==> config.mk <==
export PLATFORM = sky130hd
export DESIGN_NAME = neuron_layer_sequencer_flat
export DESIGN_NICKNAME = d
export VERILOG_FILES = /design/src/rtl/nn_pkg.sv /design/src/rtl/neuron_layer_sequencer_if.sv /design/src/rtl/nn_quant.sv /design/src/rtl/neuron_layer_sequencer.sv /design/src/flat_wrapper.sv
export SDC_FILE = /design/constraint.sdc
export NUM_CORES = 1
export LEC_CHECK = 0
export ABC_CLOCK_PERIOD_IN_PS = 8750
export CAP_MARGIN = 5
export CORE_ASPECT_RATIO = 0.75
export CORE_UTILIZATION = 64
export CTS_BUF_LIST = sky130_fd_sc_hd__clkbuf_4 sky130_fd_sc_hd__clkbuf_8 sky130_fd_sc_hd__clkbuf_16
export DETAILED_ROUTE_END_ITERATION = 8
export PLACE_DENSITY = 0.87
export SLEW_MARGIN = 15
export SYNTH_ARGS = -nofsm -noshare
export SYNTH_HDL_FRONTEND = slang
export SYNTH_SLANG_ARGS = --single-unit
==> constraint.sdc <==
create_clock -name clk -period 8.75 [get_ports clk]
set_input_delay 2.1875 -clock clk [delete_from_list [all_inputs] [get_ports clk]]
set_output_delay 2.1875 -clock clk [all_outputs]
set_load 0.05 [all_outputs]
==> src/rtl/nn_pkg.sv <==
// Shared types, widths and the reference quantizer for the neural-node blocks.
// Both the serial layer sequencer and the parallel per-neuron nodes import this.
package nn_pkg;

  localparam int ACT_W          = 8;
  localparam int PROD_W         = 16;
  localparam int BIAS_W         = 16;
  localparam int ACC_W_DEF      = 23;
  localparam int FRAC_SHIFT_DEF = 6;
  localparam int AW_A_DEF       = 5;
  localparam int AW_W_DEF       = 9;
  localparam int AW_B_DEF       = 4;

  typedef enum logic [2:0] {
    S_IDLE  = 3'd0,
    S_FETCH = 3'd1,
    S_DRAIN = 3'd2,
    S_QUANT = 3'd3,
    S_OUT   = 3'd4,
    S_DONE  = 3'd5
  } state_e;

  // ReLU, clip to 127 and round half-up at the default accumulator geometry.
  function automatic logic [ACT_W-1:0] quantize(input logic [ACC_W_DEF-1:0] acc);
    logic [ACT_W:0] sum;
    sum = {1'b0, acc[FRAC_SHIFT_DEF+7:FRAC_SHIFT_DEF]} + {8'd0, acc[FRAC_SHIFT_DEF-1]};
    if (acc[ACC_W_DEF-1]) begin
      quantize = 8'd0;
    end else if (|acc[ACC_W_DEF-2:FRAC_SHIFT_DEF+7]) begin
      quantize = 8'd127;
    end else if (sum > 9'd127) begin
      quantize = 8'd127;
    end else begin
      quantize = sum[ACT_W-1:0];
    end
  endfunction

endpackage

==> src/rtl/neuron_layer_sequencer_if.sv <==
// Memory read ports and quantized output stream of the layer sequencer.
// master = sequencer side, slave = memories plus downstream consumer.
interface neuron_layer_sequencer_if
  import nn_pkg::*;
#(
  parameter int AW_A = AW_A_DEF,
  parameter int AW_W = AW_W_DEF,
  parameter int AW_B = AW_B_DEF
) ();

  logic        [AW_A-1:0]   act_addr;
  logic signed [ACT_W-1:0]  act_data;
  logic        [AW_W-1:0]   w_addr;
  logic signed [ACT_W-1:0]  w_data;
  logic        [AW_B-1:0]   b_addr;
  logic signed [BIAS_W-1:0] b_data;
  logic                     out_valid;
  logic                     out_ready;
  logic        [AW_B-1:0]   out_idx;
  logic        [ACT_W-1:0]  out_data;

  modport master (
    output act_addr, w_addr, b_addr, out_valid, out_idx, out_data,
    input  act_data, w_data, b_data, out_ready
  );

  modport slave (
    input  act_addr, w_addr, b_addr, out_valid, out_idx, out_data,
    output act_data, w_data, b_data, out_ready
  );

endinterface

==> src/rtl/nn_quant.sv <==
// Combinational ReLU / saturate / round from a signed accumulator to 0..127.
// Shared with the parallel node blocks, hence the free geometry parameters.
module nn_quant
  import nn_pkg::*;
#(
  parameter int ACC_W      = ACC_W_DEF,
  parameter int FRAC_SHIFT = FRAC_SHIFT_DEF
) (
  input  logic [ACC_W-1:0] acc_i,
  output logic [ACT_W-1:0] q_o
);

  logic [ACT_W:0] sum;

  // Rounding carry can only reach 128, which clips back to 127.
  always_comb begin
    sum = {1'b0, acc_i[FRAC_SHIFT+7:FRAC_SHIFT]} + {8'd0, acc_i[FRAC_SHIFT-1]};
    if (acc_i[ACC_W-1]) begin
      q_o = 8'd0;
    end else if (|acc_i[ACC_W-2:FRAC_SHIFT+7]) begin
      q_o = 8'd127;
    end else if (sum > 9'd127) begin
      q_o = 8'd127;
    end else begin
      q_o = sum[ACT_W-1:0];
    end
  end

endmodule

==> src/rtl/neuron_layer_sequencer.sv <==
// Serial fully-connected layer: one 8x8 MAC walks N_OUT neurons of N_IN inputs,
// then streams each quantized result over a valid/ready port.
module neuron_layer_sequencer
  import nn_pkg::*;
#(
  parameter int N_IN       = 30,
  parameter int N_OUT      = 16,
  parameter int ACC_W      = ACC_W_DEF,
  parameter int FRAC_SHIFT = FRAC_SHIFT_DEF,
  parameter int AW_A       = AW_A_DEF,
  parameter int AW_W       = AW_W_DEF,
  parameter int AW_B       = AW_B_DEF
) (
  input  logic clk,
  input  logic reset,
  input  logic start,
  output logic busy,
  output logic done,
  neuron_layer_sequencer_if.master bus
);

  state_e                   state_q, state_d;
  logic        [AW_A-1:0]   k_q, k_d;
  logic        [AW_B-1:0]   neuron_q, neuron_d;
  logic                     fetch_v_q, fetch_v_d;
  logic                     first_q, first_d;
  logic signed [ACC_W-1:0]  acc_q, acc_d;
  logic                     busy_q, busy_d;
  logic                     done_q, done_d;
  logic                     out_valid_q, out_valid_d;
  logic        [AW_B-1:0]   out_idx_q, out_idx_d;
  logic        [ACT_W-1:0]  out_data_q, out_data_d;
  logic        [AW_A-1:0]   act_addr_q, act_addr_d;
  logic        [AW_W-1:0]   w_addr_q, w_addr_d;
  logic        [AW_B-1:0]   b_addr_q, b_addr_d;

  logic signed [PROD_W-1:0] prod;
  logic        [ACT_W-1:0]  quant;
  logic                     last_k, last_n, accept;

  assign last_k = (k_q == AW_A'(N_IN - 1));
  assign last_n = (neuron_q == AW_B'(N_OUT - 1));
  assign accept = out_valid_q & bus.out_ready;
  assign prod   = $signed(PROD_W'(bus.act_data)) * $signed(PROD_W'(bus.w_data));

  nn_quant #(.ACC_W(ACC_W), .FRAC_SHIFT(FRAC_SHIFT)) u_quant (
    .acc_i (acc_q),
    .q_o   (quant)
  );

  // State register.
  always_ff @(posedge clk or negedge reset) begin
    if (!reset) begin
      state_q <= S_IDLE;
    end else begin
      state_q <= state_d;
    end
  end

  // Next-state logic.
  always_comb begin
    state_d = state_q;
    case (state_q)
      S_IDLE:  if (start) state_d = S_FETCH; else state_d = S_IDLE;
      S_FETCH: if (last_k) state_d = S_DRAIN; else state_d = S_FETCH;
      S_DRAIN: state_d = S_QUANT;
      S_QUANT: state_d = S_OUT;
      S_OUT: begin
        if (accept) begin
          if (last_n) state_d = S_DONE; else state_d = S_FETCH;
        end else begin
          state_d = S_OUT;
        end
      end
      S_DONE:  state_d = S_IDLE;
      default: state_d = S_IDLE;
    endcase
  end

  // Datapath and output next values; addresses lead the read data by one cycle.
  always_comb begin
    neuron_d = neuron_q;
    case (state_q)
      S_IDLE:  neuron_d = '0;
      S_OUT:   if (accept && !last_n) neuron_d = neuron_q + AW_B'(1); else neuron_d = neuron_q;
      default: neuron_d = neuron_q;
    endcase

    if (state_d == S_FETCH && state_q == S_FETCH) begin
      k_d = k_q + AW_A'(1);
    end else begin
      k_d = '0;
    end

    if (state_d == S_FETCH) begin
      act_addr_d = k_d;
      w_addr_d   = AW_W'(neuron_d) * AW_W'(N_IN) + AW_W'(k_d);
      b_addr_d   = neuron_d;
    end else begin
      act_addr_d = '0;
      w_addr_d   = '0;
      b_addr_d   = '0;
    end

    fetch_v_d = (state_q == S_FETCH);
    first_d   = (state_q == S_FETCH) && (k_q == '0);

    // Bias is folded in with the first product of each neuron.
    if (fetch_v_q) begin
      if (first_q) acc_d = ACC_W'(bus.b_data) + ACC_W'(prod);
      else         acc_d = acc_q + ACC_W'(prod);
    end else begin
      acc_d = acc_q;
    end

    if (state_q == S_QUANT) begin
      out_valid_d = 1'b1;
      out_data_d  = quant;
      out_idx_d   = neuron_q;
    end else if (accept) begin
      out_valid_d = 1'b0;
      out_data_d  = out_data_q;
      out_idx_d   = out_idx_q;
    end else begin
      out_valid_d = out_valid_q;
      out_data_d  = out_data_q;
      out_idx_d   = out_idx_q;
    end

    busy_d = (state_d != S_IDLE);
    done_d = (state_d == S_DONE);
  end

  // Datapath and output registers.
  always_ff @(posedge clk or negedge reset) begin
    if (!reset) begin
      k_q         <= '0;
      neuron_q    <= '0;
      fetch_v_q   <= 1'b0;
      first_q     <= 1'b0;
      acc_q       <= '0;
      busy_q      <= 1'b0;
      done_q      <= 1'b0;
      out_valid_q <= 1'b0;
      out_idx_q   <= '0;
      out_data_q  <= '0;
      act_addr_q  <= '0;
      w_addr_q    <= '0;
      b_addr_q    <= '0;
    end else begin
      k_q         <= k_d;
      neuron_q    <= neuron_d;
      fetch_v_q   <= fetch_v_d;
      first_q     <= first_d;
      acc_q       <= acc_d;
      busy_q      <= busy_d;
      done_q      <= done_d;
      out_valid_q <= out_valid_d;
      out_idx_q   <= out_idx_d;
      out_data_q  <= out_data_d;
      act_addr_q  <= act_addr_d;
      w_addr_q    <= w_addr_d;
      b_addr_q    <= b_addr_d;
    end
  end

  assign busy          = busy_q;
  assign done          = done_q;
  assign bus.out_valid = out_valid_q;
  assign bus.out_idx   = out_idx_q;
  assign bus.out_data  = out_data_q;
  assign bus.act_addr  = act_addr_q;
  assign bus.w_addr    = w_addr_q;
  assign bus.b_addr    = b_addr_q;

endmodule

==> src/flat_wrapper.sv <==
// flat-port wrapper written by rule: the top's interface ports become plain ports
module neuron_layer_sequencer_flat import nn_pkg::*;
#(
  parameter int N_IN       = 30,
  parameter int N_OUT      = 16,
  parameter int ACC_W      = ACC_W_DEF,
  parameter int FRAC_SHIFT = FRAC_SHIFT_DEF,
  parameter int AW_A       = AW_A_DEF,
  parameter int AW_W       = AW_W_DEF,
  parameter int AW_B       = AW_B_DEF
)
  (clk, reset, start, busy, done, bus_act_addr, bus_w_addr, bus_b_addr, bus_out_valid, bus_out_idx, bus_out_data, bus_act_data, bus_w_data, bus_b_data, bus_out_ready);
  neuron_layer_sequencer_if #(.AW_A(AW_A), .AW_W(AW_W), .AW_B(AW_B)) bus_i ();
  input  logic clk;
  input  logic reset;
  input  logic start;
  output logic busy;
  output logic done;
  output wire logic [$bits(bus_i.act_addr)-1:0] bus_act_addr;
  output wire logic [$bits(bus_i.w_addr)-1:0] bus_w_addr;
  output wire logic [$bits(bus_i.b_addr)-1:0] bus_b_addr;
  output wire logic [$bits(bus_i.out_valid)-1:0] bus_out_valid;
  output wire logic [$bits(bus_i.out_idx)-1:0] bus_out_idx;
  output wire logic [$bits(bus_i.out_data)-1:0] bus_out_data;
  input wire logic [$bits(bus_i.act_data)-1:0] bus_act_data;
  input wire logic [$bits(bus_i.w_data)-1:0] bus_w_data;
  input wire logic [$bits(bus_i.b_data)-1:0] bus_b_data;
  input wire logic [$bits(bus_i.out_ready)-1:0] bus_out_ready;
  assign bus_act_addr = bus_i.act_addr;
  assign bus_w_addr = bus_i.w_addr;
  assign bus_b_addr = bus_i.b_addr;
  assign bus_out_valid = bus_i.out_valid;
  assign bus_out_idx = bus_i.out_idx;
  assign bus_out_data = bus_i.out_data;
  assign bus_i.act_data = bus_act_data;
  assign bus_i.w_data = bus_w_data;
  assign bus_i.b_data = bus_b_data;
  assign bus_i.out_ready = bus_out_ready;
  neuron_layer_sequencer #(.N_IN(N_IN), .N_OUT(N_OUT), .ACC_W(ACC_W), .FRAC_SHIFT(FRAC_SHIFT), .AW_A(AW_A), .AW_W(AW_W), .AW_B(AW_B)) u_core (.clk(clk), .reset(reset), .start(start), .busy(busy), .done(done), .bus(bus_i));
endmodule
==> impl_metrics.yaml <==
synth:
  synth_edf_count: 0
  ys.flop_type: "dfrtp_1"
  syn_nets: 1036
  ys_seq_area_frac: 0.2258
  synth_top_family_by_area: "adder cells"
  syn_inst: 848
  yosys.area_share.simple: 0.1584
  synth_top_cell_area_share: 0.2258
  avgSynthCellArea_um2: 9.018
  synthArstFlopShare: 1.000
  yosys_warnings: 0
  synth_compound_gate_area_share: 0.1545
  synthTopCellsByCount: "119 x inv_1, 89 x ha_1, 76 x nor2_1, 69 x dfrtp_1, 63 x fa_1"
  synth.most_common_cell: "inv_1"
  synth_top_area_cell: "dfrtp_1"
  mappedNetlistArea_um2: 7647
  synth-adder-area-share: 0.3105
  synth.ff_latch_count: 69
  synth_area_leaders: "dfrtp_1 23%, fa_1 16%, ha_1 15%"
  muxShareOfSynthArea: 0.01423
  synth-xor-area-share: 0.07101
  ys_types: 58
cts:
  tritoncts.num_buffers: 9
  cts_tree: "yes"
  clk_pin_slew_ps: 60
  cts.path.max_buffers: 2
  clock-sinks: 69
  htree_levels: 3
  hold_buffers: 0
  root_buffer: "clkbuf_16"
  clk_latency_ps: 330
critical_path:
  critPathMaxFanout: 8
  worst_path_max_delay_cell: "clkdlybuf4s50_1"
  crit_top_cell: "fa_1"
  critPathLaunchType: "input pin"
  critPathArrivalTime_ps: 8590
  reg2reg_from: "u_core.neuron_q[0]"
  r2r-end: "u_core.bus.w_addr[8]"
  cpPeakStageDelay_ps: 640
  path_class: "in2reg"
  cp_top_family: "adder cells"
  rrSetupSlack_ps: 3830
  critical_path_required_ps: 8940
  crit_buf_inv: 4
  r2r_cells: 17
  crit_path_end_kind: "flop"
hold_path:
  holdPathStages: 1
  min_to: "u_core.bus.out_data[4]"
  hold_path_class: "reg2reg"
  hold_start: "u_core.bus.out_data[4]"
timing:
  fin_skew_ps: 4.873
  hold_viol_final: 0
  maxSlewHeadroom: 0.4203
  fmax_mhz: 119.0
  drv_slew: 0
  period_needed_ps: 8407
  fin_hold_ws_ps: 479.2
  timing.final.crit_share: 0.9608
  setup_tns_ps: 0
  tightest_slew_ps: 869.5
  finalSetupViolCount: 0
global_route:
  grt_usage: 0.2918
  overflow: 0
  antenna_found_initial: 0
  grt_pass1_wl_um: 28840
  grt_max_degree: 70
  grt_pass1_vias: 6035
layout:
  drive_gt1_frac: 0.06330
  area_growth_pct: 17.34
  nNetsFinal: 1115
  diodes: 0
  final_cell_area_um2: 8974
  utilization: 0.7727
placed_design:
  portBuffers: 68
  dp_hpwl_um: 13180
  gp_congestion: 0.9083
  place_area_um2: 8568
routing:
  via_count: 6264
  post_drt_wl_per_cell_um: 15.73
  dr.pass1.iters: 7
  ant_nets: 0
  dr.first_iter.drc_count: 461
  drc: 0
  finalWirelength_um: 17200
  via_per_inst: 5.726
floorplanning:
  rows: 34
  die_x_um: 128.2
  coreArea_um2: 11610
  die_y_um: 96.67
  pin_count: 69
  die_area_um2: 12390
  start_util: 0.6585
outcome:
  status: "completed"
job:
  drv_cap: 0
sequential cells by signal (all words and copies together) (netlist names):
register and cells:
u_core.state_q 3, u_core.busy 1, u_core.k_q 5, u_core.acc_q 23
u_core.bus.out_valid 1, u_core.bus.act_addr 5, u_core.bus.w_addr 8, u_core.first_q 1
u_core.bus.out_data 8, u_core.fetch_v_q 1, u_core.bus.b_addr 4, u_core.neuron_q 4
u_core.bus.out_idx 4, u_core.done 1
cell type report:
cell class | instances | area [um^2]
multi-input cells | 647 | 5458
well taps | 162 | 202.7
clock buffers | 10 | 239.0
repair buffers | 81 | 790.8
fillers | 783 | 2640
clock inverters | 6 | 110.1
flip-flops and latches | 69 | 1727
inverters | 119 | 446.7
repair_timing:
item | 4_1_cts | 5_1_grt
endpoints found under the setup margin | 0 | 4
buffers inserted | 0 | 0
resized for setup | 0 | 16
cell usage in the layout, fill, tap and decap left out, types with 6 or more instances in the layout:
cell	n
xor2_1	18
nand3_1	15
dlymetal6s2s_1	7
and3_1	11
dfrtp_1	69
xnor2_1	44
ha_1	89
nor2_1	75
nor2b_1	16
nand2b_1	8
nor3_1	14
a21o_1	22
inv_1	119
nand2_1	44
o21ai_0	26
fa_1	62
buf_4	13
o21a_1	6
a21oi_1	55
clkbuf_16	9
a31oi_1	10
clkdlybuf4s50_1	60
and2_1	47
mux2_2	7
a211oi_1	14
metal layers:
layer	track usage	share of wire	up-vias
met5	0	0	-
met4	0.04887	0.011	0
met3	0.04204	0.055	25
met2	0.4520	0.46	194
met1	0.4399	0.47	3060
li1	-	-	2985
cells by family after synthesis:
kind of cell / after synthesis
multiplexers: 10
buffers and inverters: 132
flip-flops: 69
AO/OA/AOI/OAI: 177
adder cells (fa/ha/maj): 152
XOR/XNOR: 62
AND/OR/NAND/NOR: 246
stage by stage:
stage	instances	setup slack, ps
after floorplan	848	657.2
after detailed placement	1078	-88.66
after global routing	1094	-37.23
after CTS	1094	227.1
final	1094	343.3
after global placement	1078	166.7
worst reg2reg max path: cells and delay by family (launching register included):
family | cells | cell delay (ps)
adder cells (fa/ha/maj) | 5 | 2130
AO/OA/AOI/OAI | 4 | 1170
flip-flops | 1 | 420
AND/OR/NAND/NOR | 3 | 380
buffers and inverters | 3 | 360
XOR/XNOR | 2 | 330
worst max-delay path by stage:
stage                          startpoint          endpoint  slack, ps  cells after the start
after global routing      bus_act_data[2]  u_core.acc_q[22]        -40                     27
after CTS                 bus_act_data[4]  u_core.acc_q[22]        230                     28
after detailed placement  bus_act_data[4]  u_core.acc_q[22]        -90                     28
after global placement    bus_act_data[4]  u_core.acc_q[22]        170                     28
final                     bus_act_data[2]  u_core.acc_q[22]        340                     27
after floorplan           bus_act_data[3]  u_core.acc_q[22]        660                     25
Power is left out: the tool's default activity adds up to more than one toggle a clock period on the data nets, which glitch-free logic cannot reach.
